==> src/rtl/axi_write_arbiter_if.sv <==
// Bundle of the N requester-side AXI write channels plus the shared master AW/W/B port.
// master: the arbiter, which drives the shared port; slave: the requesters and interconnect.
interface axi_write_arbiter_if #(
    parameter int ADDR_W   = 32,
    parameter int DATA_W   = 32,
    parameter int N_REQ    = 2,
    parameter int AXI_ID_W = 1
);
    localparam int NBYTES = DATA_W / 8;

    logic [N_REQ-1:0]        s_awvalid;
    logic [N_REQ*ADDR_W-1:0] s_awaddr;
    logic [N_REQ*8-1:0]      s_awlen;
    logic [N_REQ*3-1:0]      s_awsize;
    logic [N_REQ*2-1:0]      s_awburst;
    logic [N_REQ-1:0]        s_awready;
    logic [N_REQ-1:0]        s_wvalid;
    logic [N_REQ*DATA_W-1:0] s_wdata;
    logic [N_REQ*NBYTES-1:0] s_wstrb;
    logic [N_REQ-1:0]        s_wready;
    logic [N_REQ-1:0]        s_bvalid;
    logic [1:0]              s_bresp;
    logic [N_REQ-1:0]        s_bready;

    logic                    m_awvalid;
    logic [ADDR_W-1:0]       m_awaddr;
    logic [7:0]              m_awlen;
    logic [2:0]              m_awsize;
    logic [1:0]              m_awburst;
    logic [AXI_ID_W-1:0]     m_awid;
    logic                    m_awlock;
    logic [3:0]              m_awcache;
    logic [2:0]              m_awprot;
    logic [3:0]              m_awqos;
    logic                    m_awready;
    logic                    m_wvalid;
    logic [DATA_W-1:0]       m_wdata;
    logic [NBYTES-1:0]       m_wstrb;
    logic                    m_wlast;
    logic                    m_wready;
    logic                    m_bvalid;
    logic [1:0]              m_bresp;
    logic                    m_bready;

    modport master (
        input  s_awvalid, s_awaddr, s_awlen, s_awsize, s_awburst,
        output s_awready,
        input  s_wvalid, s_wdata, s_wstrb,
        output s_wready,
        output s_bvalid, s_bresp,
        input  s_bready,
        output m_awvalid, m_awaddr, m_awlen, m_awsize, m_awburst, m_awid,
        output m_awlock, m_awcache, m_awprot, m_awqos,
        input  m_awready,
        output m_wvalid, m_wdata, m_wstrb, m_wlast,
        input  m_wready,
        input  m_bvalid, m_bresp,
        output m_bready
    );

    modport slave (
        output s_awvalid, s_awaddr, s_awlen, s_awsize, s_awburst,
        input  s_awready,
        output s_wvalid, s_wdata, s_wstrb,
        input  s_wready,
        input  s_bvalid, s_bresp,
        output s_bready,
        input  m_awvalid, m_awaddr, m_awlen, m_awsize, m_awburst, m_awid,
        input  m_awlock, m_awcache, m_awprot, m_awqos,
        output m_awready,
        input  m_wvalid, m_wdata, m_wstrb, m_wlast,
        output m_wready,
        output m_bvalid, m_bresp,
        input  m_bready
    );
endinterface

==> src/rtl/axi_write_arbiter.sv <==
// Shares one AXI4 write port among N_REQ requesters; AXI_WARB_RR_EN selects round-robin over fixed priority.
// Latency: one cycle arbitration in IDLE, then AW/W/B pass through combinationally from the granted requester.
// Backpressure: m_awready/m_wready/s_bready are forwarded to/from the granted requester only; others see ready=0.
module axi_write_arbiter #(
    parameter int ADDR_W   = 32,
    parameter int DATA_W   = 32,
    parameter int NBYTES   = DATA_W / 8,
    parameter int N_REQ    = 2,
    parameter int REQ_W    = $clog2(N_REQ),
    parameter int AXI_ID_W = 1,
    parameter int AXI_ID   = 0
) (
    input  logic                clk,
    input  logic                reset,
    axi_write_arbiter_if.master bus
);
    typedef enum logic [1:0] {IDLE, ADDR, DATA, RESP} state_t;

    state_t           state, state_nxt;
    logic [REQ_W-1:0] g, g_nxt, ptr, ptr_nxt, win, idx;
    logic [7:0]       len, len_nxt, cnt, cnt_nxt;
    logic             win_vld;
    logic [N_REQ-1:0] g_oh;

    logic [ADDR_W-1:0] awaddr_a  [N_REQ];
    logic [7:0]        awlen_a   [N_REQ];
    logic [2:0]        awsize_a  [N_REQ];
    logic [1:0]        awburst_a [N_REQ];
    logic [DATA_W-1:0] wdata_a   [N_REQ];
    logic [NBYTES-1:0] wstrb_a   [N_REQ];

    for (genvar i = 0; i < N_REQ; i++) begin : g_unpack
        assign awaddr_a[i]  = bus.s_awaddr[i*ADDR_W +: ADDR_W];
        assign awlen_a[i]   = bus.s_awlen[i*8 +: 8];
        assign awsize_a[i]  = bus.s_awsize[i*3 +: 3];
        assign awburst_a[i] = bus.s_awburst[i*2 +: 2];
        assign wdata_a[i]   = bus.s_wdata[i*DATA_W +: DATA_W];
        assign wstrb_a[i]   = bus.s_wstrb[i*NBYTES +: NBYTES];
    end

    assign g_oh          = N_REQ'(1) << g;
    assign bus.m_awid    = AXI_ID_W'(AXI_ID);
    assign bus.m_awlock  = 1'b0;
    assign bus.m_awcache = 4'b0011;
    assign bus.m_awprot  = 3'b000;
    assign bus.m_awqos   = 4'b0000;

    // Scan starts at ptr and wraps; with fixed priority ptr never leaves 0.
    always_comb begin
        win     = '0;
        win_vld = 1'b0;
        idx     = '0;
        for (int k = 0; k < N_REQ; k++) begin
            idx = REQ_W'((int'(ptr) + k) % N_REQ);
            if (!win_vld && bus.s_awvalid[idx]) begin
                win     = idx;
                win_vld = 1'b1;
            end
        end
    end

    always_ff @(posedge clk or negedge reset) begin
        if (!reset) begin
            state <= IDLE;
            g     <= '0;
            ptr   <= '0;
            len   <= '0;
            cnt   <= '0;
        end else begin
            state <= state_nxt;
            g     <= g_nxt;
            ptr   <= ptr_nxt;
            len   <= len_nxt;
            cnt   <= cnt_nxt;
        end
    end

    always_comb begin
        state_nxt     = state;
        g_nxt         = g;
        ptr_nxt       = ptr;
        len_nxt       = len;
        cnt_nxt       = cnt;
        bus.m_awvalid = 1'b0;
        bus.m_awaddr  = '0;
        bus.m_awlen   = '0;
        bus.m_awsize  = '0;
        bus.m_awburst = '0;
        bus.s_awready = '0;
        bus.m_wvalid  = 1'b0;
        bus.m_wdata   = '0;
        bus.m_wstrb   = '0;
        bus.m_wlast   = 1'b0;
        bus.s_wready  = '0;
        bus.s_bvalid  = '0;
        bus.s_bresp   = '0;
        bus.m_bready  = 1'b0;
        unique case (state)
            IDLE: begin
                if (win_vld) begin
                    g_nxt     = win;
                    len_nxt   = awlen_a[win];
                    cnt_nxt   = '0;
                    state_nxt = ADDR;
                end
            end
            ADDR: begin
                // A requester dropping awvalid here keeps the grant; we simply wait.
                bus.m_awvalid = bus.s_awvalid[g];
                bus.m_awaddr  = awaddr_a[g];
                bus.m_awlen   = awlen_a[g];
                bus.m_awsize  = awsize_a[g];
                bus.m_awburst = awburst_a[g];
                bus.s_awready = g_oh & {N_REQ{bus.m_awready}};
                if (bus.s_awvalid[g] && bus.m_awready) state_nxt = DATA;
            end
            DATA: begin
                bus.m_wvalid = bus.s_wvalid[g];
                bus.m_wdata  = wdata_a[g];
                bus.m_wstrb  = wstrb_a[g];
                bus.m_wlast  = bus.s_wvalid[g] && (cnt == len);
                bus.s_wready = g_oh & {N_REQ{bus.m_wready}};
                if (bus.s_wvalid[g] && bus.m_wready) begin
                    cnt_nxt = cnt + 8'd1;
                    if (cnt == len) state_nxt = RESP;
                end
            end
            RESP: begin
                bus.s_bvalid = g_oh & {N_REQ{bus.m_bvalid}};
                bus.s_bresp  = bus.m_bresp;
                bus.m_bready = bus.s_bready[g];
                if (bus.m_bvalid && bus.s_bready[g]) begin
                    state_nxt = IDLE;
`ifdef AXI_WARB_RR_EN
                    ptr_nxt = (g == REQ_W'(N_REQ - 1)) ? '0 : g + 1'b1;
`else
                    ptr_nxt = '0;
`endif
                end
            end
            default: state_nxt = IDLE;
        endcase
    end
endmodule

==> src/flat_wrapper.sv <==
// flat-port wrapper written by rule: the top's interface ports become plain ports
module axi_write_arbiter_flat 
#(
    parameter int ADDR_W   = 32,
    parameter int DATA_W   = 32,
    parameter int NBYTES   = DATA_W / 8,
    parameter int N_REQ    = 2,
    parameter int REQ_W    = $clog2(N_REQ),
    parameter int AXI_ID_W = 1,
    parameter int AXI_ID   = 0
)
  (clk, reset, bus_s_awvalid, bus_s_awaddr, bus_s_awlen, bus_s_awsize, bus_s_awburst, bus_s_awready, bus_s_wvalid, bus_s_wdata, bus_s_wstrb, bus_s_wready, bus_s_bvalid, bus_s_bresp, bus_s_bready, bus_m_awvalid, bus_m_awaddr, bus_m_awlen, bus_m_awsize, bus_m_awburst, bus_m_awid, bus_m_awlock, bus_m_awcache, bus_m_awprot, bus_m_awqos, bus_m_awready, bus_m_wvalid, bus_m_wdata, bus_m_wstrb, bus_m_wlast, bus_m_wready, bus_m_bvalid, bus_m_bresp, bus_m_bready);
  axi_write_arbiter_if #(.ADDR_W(ADDR_W), .DATA_W(DATA_W), .N_REQ(N_REQ), .AXI_ID_W(AXI_ID_W)) bus_i ();
  input  logic clk;
  input  logic reset;
  input wire logic [$bits(bus_i.s_awvalid)-1:0] bus_s_awvalid;
  input wire logic [$bits(bus_i.s_awaddr)-1:0] bus_s_awaddr;
  input wire logic [$bits(bus_i.s_awlen)-1:0] bus_s_awlen;
  input wire logic [$bits(bus_i.s_awsize)-1:0] bus_s_awsize;
  input wire logic [$bits(bus_i.s_awburst)-1:0] bus_s_awburst;
  output wire logic [$bits(bus_i.s_awready)-1:0] bus_s_awready;
  input wire logic [$bits(bus_i.s_wvalid)-1:0] bus_s_wvalid;
  input wire logic [$bits(bus_i.s_wdata)-1:0] bus_s_wdata;
  input wire logic [$bits(bus_i.s_wstrb)-1:0] bus_s_wstrb;
  output wire logic [$bits(bus_i.s_wready)-1:0] bus_s_wready;
  output wire logic [$bits(bus_i.s_bvalid)-1:0] bus_s_bvalid;
  output wire logic [$bits(bus_i.s_bresp)-1:0] bus_s_bresp;
  input wire logic [$bits(bus_i.s_bready)-1:0] bus_s_bready;
  output wire logic [$bits(bus_i.m_awvalid)-1:0] bus_m_awvalid;
  output wire logic [$bits(bus_i.m_awaddr)-1:0] bus_m_awaddr;
  output wire logic [$bits(bus_i.m_awlen)-1:0] bus_m_awlen;
  output wire logic [$bits(bus_i.m_awsize)-1:0] bus_m_awsize;
  output wire logic [$bits(bus_i.m_awburst)-1:0] bus_m_awburst;
  output wire logic [$bits(bus_i.m_awid)-1:0] bus_m_awid;
  output wire logic [$bits(bus_i.m_awlock)-1:0] bus_m_awlock;
  output wire logic [$bits(bus_i.m_awcache)-1:0] bus_m_awcache;
  output wire logic [$bits(bus_i.m_awprot)-1:0] bus_m_awprot;
  output wire logic [$bits(bus_i.m_awqos)-1:0] bus_m_awqos;
  input wire logic [$bits(bus_i.m_awready)-1:0] bus_m_awready;
  output wire logic [$bits(bus_i.m_wvalid)-1:0] bus_m_wvalid;
  output wire logic [$bits(bus_i.m_wdata)-1:0] bus_m_wdata;
  output wire logic [$bits(bus_i.m_wstrb)-1:0] bus_m_wstrb;
  output wire logic [$bits(bus_i.m_wlast)-1:0] bus_m_wlast;
  input wire logic [$bits(bus_i.m_wready)-1:0] bus_m_wready;
  input wire logic [$bits(bus_i.m_bvalid)-1:0] bus_m_bvalid;
  input wire logic [$bits(bus_i.m_bresp)-1:0] bus_m_bresp;
  output wire logic [$bits(bus_i.m_bready)-1:0] bus_m_bready;
  assign bus_i.s_awvalid = bus_s_awvalid;
  assign bus_i.s_awaddr = bus_s_awaddr;
  assign bus_i.s_awlen = bus_s_awlen;
  assign bus_i.s_awsize = bus_s_awsize;
  assign bus_i.s_awburst = bus_s_awburst;
  assign bus_s_awready = bus_i.s_awready;
  assign bus_i.s_wvalid = bus_s_wvalid;
  assign bus_i.s_wdata = bus_s_wdata;
  assign bus_i.s_wstrb = bus_s_wstrb;
  assign bus_s_wready = bus_i.s_wready;
  assign bus_s_bvalid = bus_i.s_bvalid;
  assign bus_s_bresp = bus_i.s_bresp;
  assign bus_i.s_bready = bus_s_bready;
  assign bus_m_awvalid = bus_i.m_awvalid;
  assign bus_m_awaddr = bus_i.m_awaddr;
  assign bus_m_awlen = bus_i.m_awlen;
  assign bus_m_awsize = bus_i.m_awsize;
  assign bus_m_awburst = bus_i.m_awburst;
  assign bus_m_awid = bus_i.m_awid;
  assign bus_m_awlock = bus_i.m_awlock;
  assign bus_m_awcache = bus_i.m_awcache;
  assign bus_m_awprot = bus_i.m_awprot;
  assign bus_m_awqos = bus_i.m_awqos;
  assign bus_i.m_awready = bus_m_awready;
  assign bus_m_wvalid = bus_i.m_wvalid;
  assign bus_m_wdata = bus_i.m_wdata;
  assign bus_m_wstrb = bus_i.m_wstrb;
  assign bus_m_wlast = bus_i.m_wlast;
  assign bus_i.m_wready = bus_m_wready;
  assign bus_i.m_bvalid = bus_m_bvalid;
  assign bus_i.m_bresp = bus_m_bresp;
  assign bus_m_bready = bus_i.m_bready;
  axi_write_arbiter #(.ADDR_W(ADDR_W), .DATA_W(DATA_W), .NBYTES(NBYTES), .N_REQ(N_REQ), .REQ_W(REQ_W), .AXI_ID_W(AXI_ID_W), .AXI_ID(AXI_ID)) u_core (.clk(clk), .reset(reset), .bus(bus_i));
endmodule
==> config.mk <==
export PLATFORM = sky130hd
export DESIGN_NAME = axi_write_arbiter_flat
export DESIGN_NICKNAME = d
export VERILOG_FILES = /design/src/rtl/axi_write_arbiter_if.sv /design/src/rtl/axi_write_arbiter.sv /design/src/flat_wrapper.sv
export SDC_FILE = /design/constraint.sdc
export NUM_CORES = 1
export LEC_CHECK = 0
export BUFFER_PORTS_ARGS = -buffer_cell sky130_fd_sc_hd__buf_2
export CORE_AREA = 4 4 106 108
export DETAILED_ROUTE_END_ITERATION = 10
export DIE_AREA = 0 0 110 112
export PLACE_DENSITY = 0.72
export SLEW_MARGIN = 5
export SYNTH_ARGS = -nofsm -noshare
export SYNTH_HDL_FRONTEND = slang
export SYNTH_SLANG_ARGS = --single-unit
==> constraint.sdc <==
create_clock -name clk -period 2.1 [get_ports clk]
set_input_delay 0.21 -clock clk [delete_from_list [all_inputs] [get_ports clk]]
set_output_delay 0.21 -clock clk [all_outputs]
set_load 0.01 [all_outputs]
# Word level (Yosys, flattened, before mapping)
# Cells that the tools add are included.
[totals]
register_bits = 19
latch_bits = 0
mem_bits_rw = 0
romBits = 0
inputBits = 175
out_inout_bits = 106
elab_cells = 87
memories = 0
[op_classes]
n_addsub = 1
mul = 0
div_mod_pow = 0
n_lt_le_gt_ge = 3
n_eq_ne = 9
shifts = 1
n_mux = 53
bitwise = 5
reduce_logical = 11
[op_table]
columns = ["operator", "count"]
rows = [
  ["$mux W32", 8],
  ["$mux W8", 9],
  ["$mux W2", 13],
  ["$mux W4", 4],
  ["$pmux W8 S2", 1],
  ["$mux W1", 13],
  ["$mux W3", 4],
  ["$ne A2 B1 Y1 const B", 5],
  ["$add A8 B1 Y8 const B", 1],
  ["$eq A8 B8 Y1", 1],
  ["$pmux W2 S4", 1],
  ["$and A2 B2 Y2", 3],
  ["$logic_and A1 B1 Y1", 5],
  ["$reduce_and A5 Y1", 1],
  ["$eq A2 B2 Y1 const B", 2],
  ["$ge A2 B2 Y1 const B", 2],
  ["$not A1 Y2", 2],
  ["$reduce_and A3 Y1", 1],
  ["$eq A2 B1 Y1 const B", 1],
  ["$logic_not A2 Y1", 1],
  ["$lt A1 B2 Y1 const B", 1],
  ["$reduce_and A2 Y1", 1],
  ["$reduce_bool A2 Y1", 1],
  ["$shl A1 B1 Y2 const A", 1],
  ["$logic_not A1 Y1", 1],
]

# Longest topological paths before layout
# Gate-level depths: netlist (run 1).
[logic_depth]
word_depth = 8
mapped_depth = 8
ltp_nobuf = 7

# Worst setup path before layout (run 1)
# Ideal clock, no wire load.
[synth_timing]
path_type = "reg2reg"
from = "register u_core.state[0]"
to = "register u_core.state[1]"
setup_ns = 0.128
t_arrival_ns = 1.752
t_required_ns = 1.972
path_slack_ns = 0.220
stages_incl_launch_ff = 9
path_buffers = 1
synth_period_minus_slack_ns = 1.880
path_cell_list = "dfrtp_1 -> inv_1 -> ha_1 -> inv_2 -> or3_1 -> buf_2 -> nand4_1 -> a21oi_1 -> mux2_1"
[synth_via]
elab_chain_len = 3
word_cells_on_any_way = 11
cone_classes = "eq/ne: 8; mux: 1; reduce/logical: 2"
[synth_lines]
columns = ["item", "line_no", "source"]
rows = [
  ["start: declaration", "axi_write_arbiter.sv:19", "state_t state, state_nxt;"],
  ["start signal: assignment", "axi_write_arbiter.sv:70", "state <= state_nxt;"],
  ["$eq A2 B2 Y1 (tied with other cells)", "axi_write_arbiter.sv:98", "unique case (state)"],
  ["$ne A2 B1 Y1 (no source line)", "-", ""],
  ["$reduce_and A5 Y1 (no source line)", "-", ""],
]
# Several ways; a longest one is shown, not always the timed one.
# A chain may end at the register's enable or synchronous reset.

# Worst setup path in the final report (run 1)
# Ends and elaborated chain as after synthesis.

==> impl_metrics.env, run 1 <==
export IMPL_status="complete, no violations"
export IMPL_layout_commonest_cell="buf_2"
export IMPL_worstPathMaxFanout=9
export IMPL_setup_worst_path_start_class="flop"
export IMPL_clock_insertion_delay_worst_skew_ps=260
export IMPL_ys_ff_latch=19
export IMPL_cellLeakagePower_nw=2.49
export IMPL_syn_avg_cell_area_um2=8.25
export IMPL_netlist_instances=327
export IMPL_remaining_drc_errors=0
export IMPL_detailedPlacementHpwl_mm=8.64
export IMPL_finalWorstPathRequiredPeriod_ps=1950
export IMPL_timing_hold_ws_ps=256
export IMPL_die_w_um=110
export IMPL_io_pins=281
export IMPL_cts_tree="built"
export IMPL_drive_gt1_share_pct=49.4
export IMPL_post_cts_resized_instances=0
export IMPL_detailroute_via_count=3213
export IMPL_layout_setup_ws_ps=147
export IMPL_detailedPlace_worstSlack_ps=178
export IMPL_synth_area_mm2=0.00270
export IMPL_power_mw=4.33
export IMPL_clock_pin_slew_of_the_registers_on_the_worst_case_setup_and_hold_paths_ps=80
export IMPL_first_global_vias=3156
export IMPL_grt_first_pass_wirelength_mm=15.1
export IMPL_number_of_nets_with_antenna_violations_after_detailed_routing=0
export IMPL_final_net_count=766
export IMPL_postCtsSetupBuffers=0
export IMPL_grt_util_all_layers_pct=15.0
export IMPL_finalSetupViolations=0
export IMPL_grt_antenna_before_repair=0
export IMPL_timing_max_cap_violations=0
export IMPL_unrepaired_setup_endpoints_after_global_routing="false"
export IMPL_htree_depth=1
export IMPL_setup_tns_final_ps=0
export IMPL_placedInstanceArea_mm2=0.00414
export IMPL_final_max_slew_violation_count=0
export IMPL_vias_per_cell=4.46
export IMPL_grt_max_degree=46
export IMPL_yosysWarnings=0
export IMPL_die_area_mm2=0.0123
export IMPL_netSwitchingFraction_pct=47.4
export IMPL_timing_setup_critical_path_class="reg2reg"
export IMPL_layout_cell_area_non_filler_mm2=0.00420
export IMPL_insertedDiodeCount=0
export IMPL_clock_path_buffers=2
export IMPL_worstPathArrival_ps=2100
export IMPL_final_hold_violation_count=0
export IMPL_endpoint_kind="flop"
export IMPL_global_route_overflow_total=0
export IMPL_worst_slew_margin_rel_pct=59.1
export IMPL_internal_power_mw=2.28
export IMPL_tightest_slew_ps=612
export IMPL_areal_power_density_over_the_cells_mw_per_mm2=1030
export IMPL_wl_per_cell_um=14.1
export IMPL_worstHoldPathType="in2reg"
export IMPL_core_box_area_mm2=0.0102
export IMPL_clock_fmax_mhz=512
export IMPL_cts_root_buf="clkbuf_8"
export IMPL_detailed_route_wl_mm=10.2
export IMPL_place_port_buffers=267
export IMPL_chipHeight_um=112
export IMPL_peakVddDrop_uv=518
export IMPL_numCtsBuffers=3
export IMPL_yosysUniqueCellTypes=33
export IMPL_mostFrequentLayoutCells="267 x buf_2, 85 x nor2b_1, 84 x mux2i_1, 18 x dfrtp_1, 16 x nand2_1"
export IMPL_area_growth_synth_to_final_pct=55.7
export IMPL_power_sequential_fraction_pct=15.0
export IMPL_power_clock_fraction_pct=5.9
export IMPL_synth_sequential_area_ratio_pct=17.6
export IMPL_p_comb_share_pct=79.1
export IMPL_floorplan_rows=37
export IMPL_gp_routability_congestion=0.872
export IMPL_power_switching_mw=2.05
export IMPL_clock_sink_count=19
export IMPL_fin_worst_skew_ps=6.28
export IMPL_drt_first_pass_iters=5
export IMPL_layout_worst_path_cycle_share_pct=93.0
export IMPL_start_util_pct=26.4
export IMPL_detailedRoute_firstIterationViolations=101
export IMPL_cp_data_required_time_ps=2250
[path summary, 6_finish.rpt]
| path | cells past startpoint | to | startpoint | slack, ps |
|---|---|---|---|---|
| worst max-delay path | 7 | u_core.state[1] | u_core.state[0] | 150 |
| worst min-delay path | 3 | u_core.len[3] | bus_s_awlen[11] | 260 |
| worst max register to register | 7 | u_core.state[1] | u_core.state[0] | 150 |
| worst min register to register | 2 | u_core.len[0] | u_core.len[0] | 500 |
| max in group asynchronous | 2 | u_core.g | reset | 1340 |
| min in group asynchronous | 2 | u_core.len[3] | reset | 420 |
[synth_stat cells]
master    count  area, um^2
inv_1         5        18.8
and4bb_2      2        25.0
o21ai_1       1        5.00
conb_1        2        7.51
or4_1         1        7.51
nand2_1      16        60.1
nand3_1       1        5.00
nor2b_1      85         532
mux2_1        1        11.3
nand4_1       4        25.0
nand3b_1      1        7.51
inv_2         1        3.75
and2_1        3        18.8
clkbuf_1     12        45.0
a32o_1        1        10.0
xnor2_1       2        17.5
o32a_1        1        10.0
ha_1          5        62.6
and3_1        4        25.0
xor2_1       11        96.3
mux2i_1      84         841
nand3_2       1        10.0
o21ai_0      13        65.1
a22oi_1       8        60.1
or3_1         1        6.26
nor4_1        2        12.5
o22ai_2       1        12.5
o21ai_2       1        8.76
buf_2        10        50.1
a21oi_1       3        15.0
dfrtp_1      19         475
buf_4        14         105
nor2_1       11        41.3
[cells by family (layout without fill, tap and decap cells)]
kind of cell               count (synthesis)  after routing  share of synthesized area, %
other                                      2             13                         0.279
adders and majority gates                  5              5                          2.32
xor gates and xnor gates                  13             13                          4.22
DFF                                       19             19                          17.6
muxes                                     85             85                          31.6
AOI/OAI and AO/OA                         29             29                          6.91
and+or+nand+nor                          132            132                          28.8
buffers and inverters                     42            289                          8.26
[critical path, cell delays in order, from the launching register on]
cell and delay (ps):
dfrtp_1 420, inv_1 90, ha_1 180, inv_2 60, or3_1 520, nand4_1 160, a21oi_1 80, mux2_1 330
[area by class of cell]
class,instances,area [um^2]
Tap cell,136,170
Sequential cell,19,479
Timing Repair Buffer,279,1440
Clock buffer,3,41.3
Inverter,6,22.5
Fill cell,1058,6030
Clock inverter,1,5.00
Multi-Input combinational cell,277,2040
[metal layers]
layer	GRT usage, %	routed length (um)
met5	0	0
met4	2.49	85
met3	2.72	915
met2	26.7	5030
met1	19.0	4130
[sequential cells by signal, indices dropped and copies added (netlist names)]
signal,cells
u_core.cnt,8
u_core.len,8
u_core.g,1
u_core.state,2
[what timing repair did]
item,in CTS,in global routing
hold buffers,1,0
hold endpoints to repair,19,0
endpoints found under the setup margin,0,0
[per-stage QoR]
stage,cells,util (%)
6_report,721,41.0
5_1_grt,721,41.0
4_1_cts,721,41.0
3_5_place_dp,716,40.5
3_3_place_gp,716,40.5
2_1_floorplan,338,-
[power by group through the flow]
| stage | clock network, mW | logic (mW) | registers, mW |
|---|---|---|---|
| 5_1_grt | 0.272 | 3.76 | 0.670 |
| 3_5_place_dp | 0 | 3.45 | 0.659 |
| 4_1_cts | 0.265 | 3.46 | 0.650 |
| 6_report | 0.257 | 3.42 | 0.648 |
| 3_3_place_gp | 0 | 3.43 | 0.653 |
| 2_1_floorplan | 0 | 2.36 | 0.571 |
Note: power is estimated with default switching activity, not from simulation.
==> run 2: changes to the inputs <==
REMOVE_ABC_BUFFERS = 1   (was default)
==> impl_metrics.env, run 2 (synthesis gave the netlist of run 1 again) <==
export IMPL_global_route_overflow_total=0
export IMPL_routedLengthMet1_mm=3.78
export IMPL_unrepaired_setup_endpoints_after_global_routing="false"
export IMPL_vias_per_cell=4.40
export IMPL_power_sequential_fraction_pct=14.6
export IMPL_floorplan_rows=37
export IMPL_numCtsBuffers=3
export IMPL_endpoint_kind="primary output"
export IMPL_worst_slew_margin_rel_pct=60.3
export IMPL_power_clock_fraction_pct=6.0
export IMPL_cell_count_after_placement=712
export IMPL_chipHeight_um=112
export IMPL_timing_setup_critical_path_class="reg2out"
export IMPL_htree_depth=1
export IMPL_grt_first_pass_wirelength_mm=14.9
export IMPL_cts_tree="built"
export IMPL_netSwitchingFraction_pct=47.4
export IMPL_internal_power_mw=2.26
export IMPL_p_comb_share_pct=79.4
export IMPL_timing_hold_ws_ps=259
export IMPL_timing_critical_path_buf_inv=2
export IMPL_remaining_drc_errors=0
export IMPL_gp_routability_congestion=0.802
export IMPL_drt_first_pass_iters=4
export IMPL_cts_root_buf="clkbuf_8"
export IMPL_met3RoutedLength_mm=1.09
export IMPL_clock_pin_slew_of_the_registers_on_the_worst_case_setup_and_hold_paths_ps=70
export IMPL_reg_largest_list="u_core.cnt x8, u_core.len x8, u_core.state x2"
export IMPL_postCtsSetupBuffers=0
export IMPL_start_util_pct=26.4
export IMPL_power_switching_mw=2.04
export IMPL_detailed_route_wl_mm=10.3
export IMPL_number_of_nets_with_antenna_violations_after_detailed_routing=0
export IMPL_clock_path_buffers=2
export IMPL_grt_antenna_before_repair=1
export IMPL_final_hold_violation_count=0
export IMPL_layout_worst_path_cycle_share_pct=95.3
export IMPL_die_w_um=110
export IMPL_first_global_vias=3114
export IMPL_area_growth_synth_to_final_pct=55.5
export IMPL_io_pins=281
export IMPL_worst_path_max_delay_cell="dfrtp_4"
export IMPL_mostFrequentLayoutCells="267 x buf_2, 85 x nor2b_1, 84 x mux2i_1, 18 x dfrtp_1, 16 x nand2_1"
export IMPL_worstPathMaxFanout=35
export IMPL_status="complete, no violations"
export IMPL_timing_max_cap_violations=0
export IMPL_detailedPlace_worstSlack_ps=127
export IMPL_die_area_mm2=0.0123
export IMPL_grt_max_degree=52
export IMPL_worstPathArrival_ps=1790
export IMPL_reg2reg_slack_ps=160
export IMPL_drive_gt1_share_pct=49.4
export IMPL_detailroute_via_count=3158
export IMPL_clock_sink_count=19
export IMPL_core_box_area_mm2=0.0102
export IMPL_final_max_slew_violation_count=0
export IMPL_detailedRoute_firstIterationViolations=115
export IMPL_clock_insertion_delay_worst_skew_ps=260
export IMPL_finalWorstPathRequiredPeriod_ps=2000
export IMPL_setup_worst_path_start_class="flop"
export IMPL_layout_cell_area_non_filler_mm2=0.00419
export IMPL_wl_per_cell_um=14.3
export IMPL_timing_critical_path_slowest_cell_delay_ps=500
export IMPL_top_signal_layer_used="met4"
export IMPL_clock_fmax_mhz=499
export IMPL_place_port_buffers=267
export IMPL_final_net_count=762
export IMPL_finalNonFillerCells=718
export IMPL_finalSetupViolations=0
export IMPL_detailedPlacementHpwl_mm=8.85
export IMPL_grt_util_all_layers_pct=14.8
export IMPL_cellLeakagePower_nw=2.47
export IMPL_layout_commonest_cell="buf_2"
export IMPL_power_mw=4.30
export IMPL_cp_top_family="buffers and inverters"
export IMPL_cp_data_required_time_ps=1890
export IMPL_placedInstanceArea_mm2=0.00411
export IMPL_tightest_slew_ps=595
export IMPL_peakVddDrop_uv=520
export IMPL_areal_power_density_over_the_cells_mw_per_mm2=1030
export IMPL_layout_setup_ws_ps=97.7
export IMPL_critical_path_cell_by_cell="buf_4, mux2i_1, nor2b_1, buf_2"
export IMPL_met2_wirelength_mm=5.26
export IMPL_fin_worst_skew_ps=1.87
export IMPL_worstHoldPathType="in2reg"
## run 2: power by group through the flow
stage / Sequential, mW / Clock [mW] / Combinational (mW)
2_1_floorplan: 0.815 / 0 / 1.95
3_3_place_gp: 0.630 / 0 / 3.40
3_5_place_dp: 0.636 / 0 / 3.41
4_1_cts: 0.628 / 0.259 / 3.43
5_1_grt: 0.643 / 0.274 / 3.75
6_report: 0.628 / 0.259 / 3.41
## run 2: worst paths after layout
path / to / start / cells after the start
worst min-delay path: u_core.len[5] / bus_s_awlen[13] / 3
max in group asynchronous: u_core.g / reset / 2
min in group asynchronous: u_core.cnt[4] / reset / 2
worst max-delay path: bus_m_awaddr[3] / u_core.g / 4
worst min register to register: u_core.len[2] / u_core.len[2] / 2
worst max register to register: u_core.cnt[6] / u_core.state[0] / 7
## run 2: what timing repair did
action,CTS,global route
setup endpoints to repair,1,3
gates resized for setup,1,4
endpoints found under the hold margin,19,0
hold buffers,1,0
## run 2: layout make-up
cell class	count	area [um^2]
inverters	6	22.5
repair buffers	275	1420
well taps	136	170
clock buffers	3	41.3
flip-flops and latches	19	479
multi-input cells	277	2050
clock inverters	1	5.00
fillers	1111	6040
diodes	1	2.50
## run 2: stage by stage
| step | utilization, % | TNS (ps) |
|---|---|---|
| detailed placement | 40.2 | 0 |
| floorplan | - | -152790 |
| CTS | 40.8 | 0 |
| global placement | 40.2 | 0 |
| global route | 41.0 | 0 |
| finish | 41.0 | 0 |
## run 2: worst reg2reg max path: cells and delay by family, from the launching register on
family,cells,cell delay (ps)
simple gates,3,760
fa+ha+maj,1,280
compound gates,2,310
flops,1,420
buf+inv,1,100
## run 2: layer usage
layer  vias up  global-route usage [%]
li1       1600                       -
met1      1378                    16.8
met2       173                    28.7
met3         7                    2.20
met4         0                    2.83
met5         -                       0
==> run 3: changes to the inputs <==
PLACE_DENSITY = default   (was 0.72)
PLACE_DENSITY_LB_ADDON = 0.1   (was default)
clock period = 2.3 ns   (was 2.1 ns; I/O delays follow)
==> impl_metrics.env, run 3 (synthesis gave the netlist of run 1 again) <==
export IMPL_status="complete, no violations"
export IMPL_post_cts_resized_instances=0
export IMPL_grt_max_degree=64
export IMPL_global_route_usage_met2_pct=29.4
export IMPL_clock_insertion_delay_worst_skew_ps=260
export IMPL_clock_sink_count=19
export IMPL_clock_path_buffers=2
export IMPL_p_comb_share_pct=79.3
export IMPL_layout_commonest_cell="buf_2"
export IMPL_critical_path_cell_by_cell="inv_1, ha_1, inv_2, or3_1, nand4_1, a21oi_1, mux2_1"
export IMPL_finalNonFillerCells=716
export IMPL_gp_routability_congestion=0.814
export IMPL_placedInstanceArea_mm2=0.00410
export IMPL_power_switching_mw=1.88
export IMPL_final_net_count=760
export IMPL_cell_count_after_placement=710
export IMPL_worstHoldPathType="in2reg"
export IMPL_first_global_vias=3221
export IMPL_detailed_route_wl_mm=11.7
export IMPL_cp_data_required_time_ps=2440
export IMPL_clock_pin_slew_of_the_registers_on_the_worst_case_setup_and_hold_paths_ps=70
export IMPL_peakVddDrop_uv=620
export IMPL_drive_gt1_share_pct=48.7
export IMPL_grt_first_pass_wirelength_mm=17.1
export IMPL_finalWorstPathRequiredPeriod_ps=2130
export IMPL_worstPathArrival_ps=2270
export IMPL_detailroute_via_count=3223
export IMPL_timing_hold_worst_start="bus_s_awlen[11]"
export IMPL_setup_worst_path_start_class="flop"
export IMPL_cts_tree="built"
export IMPL_die_area_mm2=0.0123
export IMPL_clock_fmax_mhz=470
export IMPL_r2r_cells=7
export IMPL_grt_antenna_before_repair=9
export IMPL_floorplan_rows=37
export IMPL_detailedRoute_firstIterationViolations=140
export IMPL_final_hold_violation_count=0
export IMPL_power_mw=3.91
export IMPL_die_w_um=110
export IMPL_timing_max_cap_violations=0
export IMPL_timing_critical_path_slowest_cell_delay_ps=540
export IMPL_numCtsBuffers=3
export IMPL_regToRegEndpoint="u_core.state[1]"
export IMPL_netSwitchingFraction_pct=48.2
export IMPL_areal_power_density_over_the_cells_mw_per_mm2=940
export IMPL_io_pins=281
export IMPL_cells_on_worst_hold_path=3
export IMPL_power_clock_fraction_pct=5.9
export IMPL_reg2reg_from="u_core.state[0]"
export IMPL_number_of_fill_cells=1055
export IMPL_grt_util_all_layers_pct=17.7
export IMPL_chipHeight_um=112
export IMPL_cts_root_buf="clkbuf_8"
export IMPL_internal_power_mw=2.02
export IMPL_timing_setup_critical_path_class="reg2reg"
export IMPL_global_route_overflow_total=0
export IMPL_layout_worst_path_cycle_share_pct=92.5
export IMPL_layout_cell_area_non_filler_mm2=0.00416
export IMPL_area_taken_by_multi_input_logic_gates_mm2=0.00204
export IMPL_grt_busiest_layer="met2"
export IMPL_wl_per_cell_um=16.4
export IMPL_htree_depth=1
export IMPL_core_box_area_mm2=0.0102
export IMPL_reg_largest_list="u_core.cnt x8, u_core.len x8, u_core.state x2"
export IMPL_finalCoreUtilization_pct=40.6
export IMPL_fin_worst_skew_ps=1.97
export IMPL_remaining_drc_errors=0
export IMPL_postCtsSetupBuffers=0
export IMPL_post_cts_hold_buffer_count=1
export IMPL_final_max_slew_violation_count=0
export IMPL_area_growth_synth_to_final_pct=54.1
export IMPL_endpoint_kind="flop"
export IMPL_detailedPlacementHpwl_mm=10.1
export IMPL_place_port_buffers=267
export IMPL_vias_per_cell=4.50
export IMPL_regArea_um2=479
export IMPL_unrepaired_setup_endpoints_after_global_routing="false"
export IMPL_start_util_pct=26.4
export IMPL_finalSetupViolations=0
export IMPL_drt_first_pass_iters=4
export IMPL_power_sequential_fraction_pct=14.8
export IMPL_mostFrequentLayoutCells="267 x buf_2, 85 x nor2b_1, 84 x mux2i_1, 18 x dfrtp_1, 16 x nand2_1"
export IMPL_reg2reg_slack_ps=170
export IMPL_number_of_nets_with_antenna_violations_after_detailed_routing=0
export IMPL_worst_path_max_delay_cell="or3_1"
export IMPL_hold_path_end="u_core.len[3]"
export IMPL_grt_util_met3_pct=8.00
export IMPL_grt_met1_usage_pct=20.6
export IMPL_cellLeakagePower_nw=2.45
export IMPL_worstPathMaxFanout=10
## run 3: cell types whose count changed in the layout (fill, tap and decap cells not counted), sizes merged
cell / before / now
clkbuf: 3 / 4
buf: 274 / 272
clkinv: 1 / 0
## run 3: area by class of cell
class / instances / area share [%]
tap: 136 / 4.10
sequential: 19 / 11.5
inverter: 6 / 0.542
timing repair buffer: 273 / 33.6
antenna: 1 / 0.0602
multi-input combinational: 277 / 49.1
clock buffer: 4 / 1.08
## run 3: power groups by stage
stage / Clock, mW / Sequential [mW] / Combinational, mW
finish: 0.232 / 0.578 / 3.10
global route: 0.252 / 0.595 / 3.42
CTS: 0.244 / 0.580 / 3.16
detailed placement: 0 / 0.586 / 3.15
global placement: 0 / 0.580 / 3.12
floorplan: 0 / 0.767 / 1.84
## run 3: worst max path at each step
stage                    startpoint               to  slack (ps)
detailed placement  u_core.state[0]  u_core.state[1]         180
floorplan                  u_core.g    u_core.cnt[6]       -2070
CTS                 u_core.state[0]  u_core.state[1]         170
global placement    u_core.state[0]  u_core.state[1]         270
finish              u_core.state[0]  u_core.state[1]         170
global route        u_core.state[0]  u_core.state[1]          20
## run 3: worst max-delay path: cells and delay by family (launching register included)
family | cells | cell delay [ps]
buf+inv | 2 | 220
simple gates | 2 | 700
flops | 1 | 410
mux | 1 | 320
fa+ha+maj | 1 | 270
compound gates | 1 | 80
## run 3: per-layer routing
layer / share of wire, % / vias up / wire (um)
met4: 1.9 / 16 / 222
met1: 38 / 1412 / 4440
met5: 0.84 / - / 98
met3: 14 / 33 / 1620
met2: 45 / 168 / 5320
li1: - / 1594 / -
## run 3: through the flow
stage	TNS (ps)	setup WS (ps)	hold slack (ps)
after detailed placement	0	179	205
after global routing	0	20.9	297
after global placement	0	272	192
after CTS	0	168	293
after floorplan	-134210	-2070	-65.6
final	0	173	292
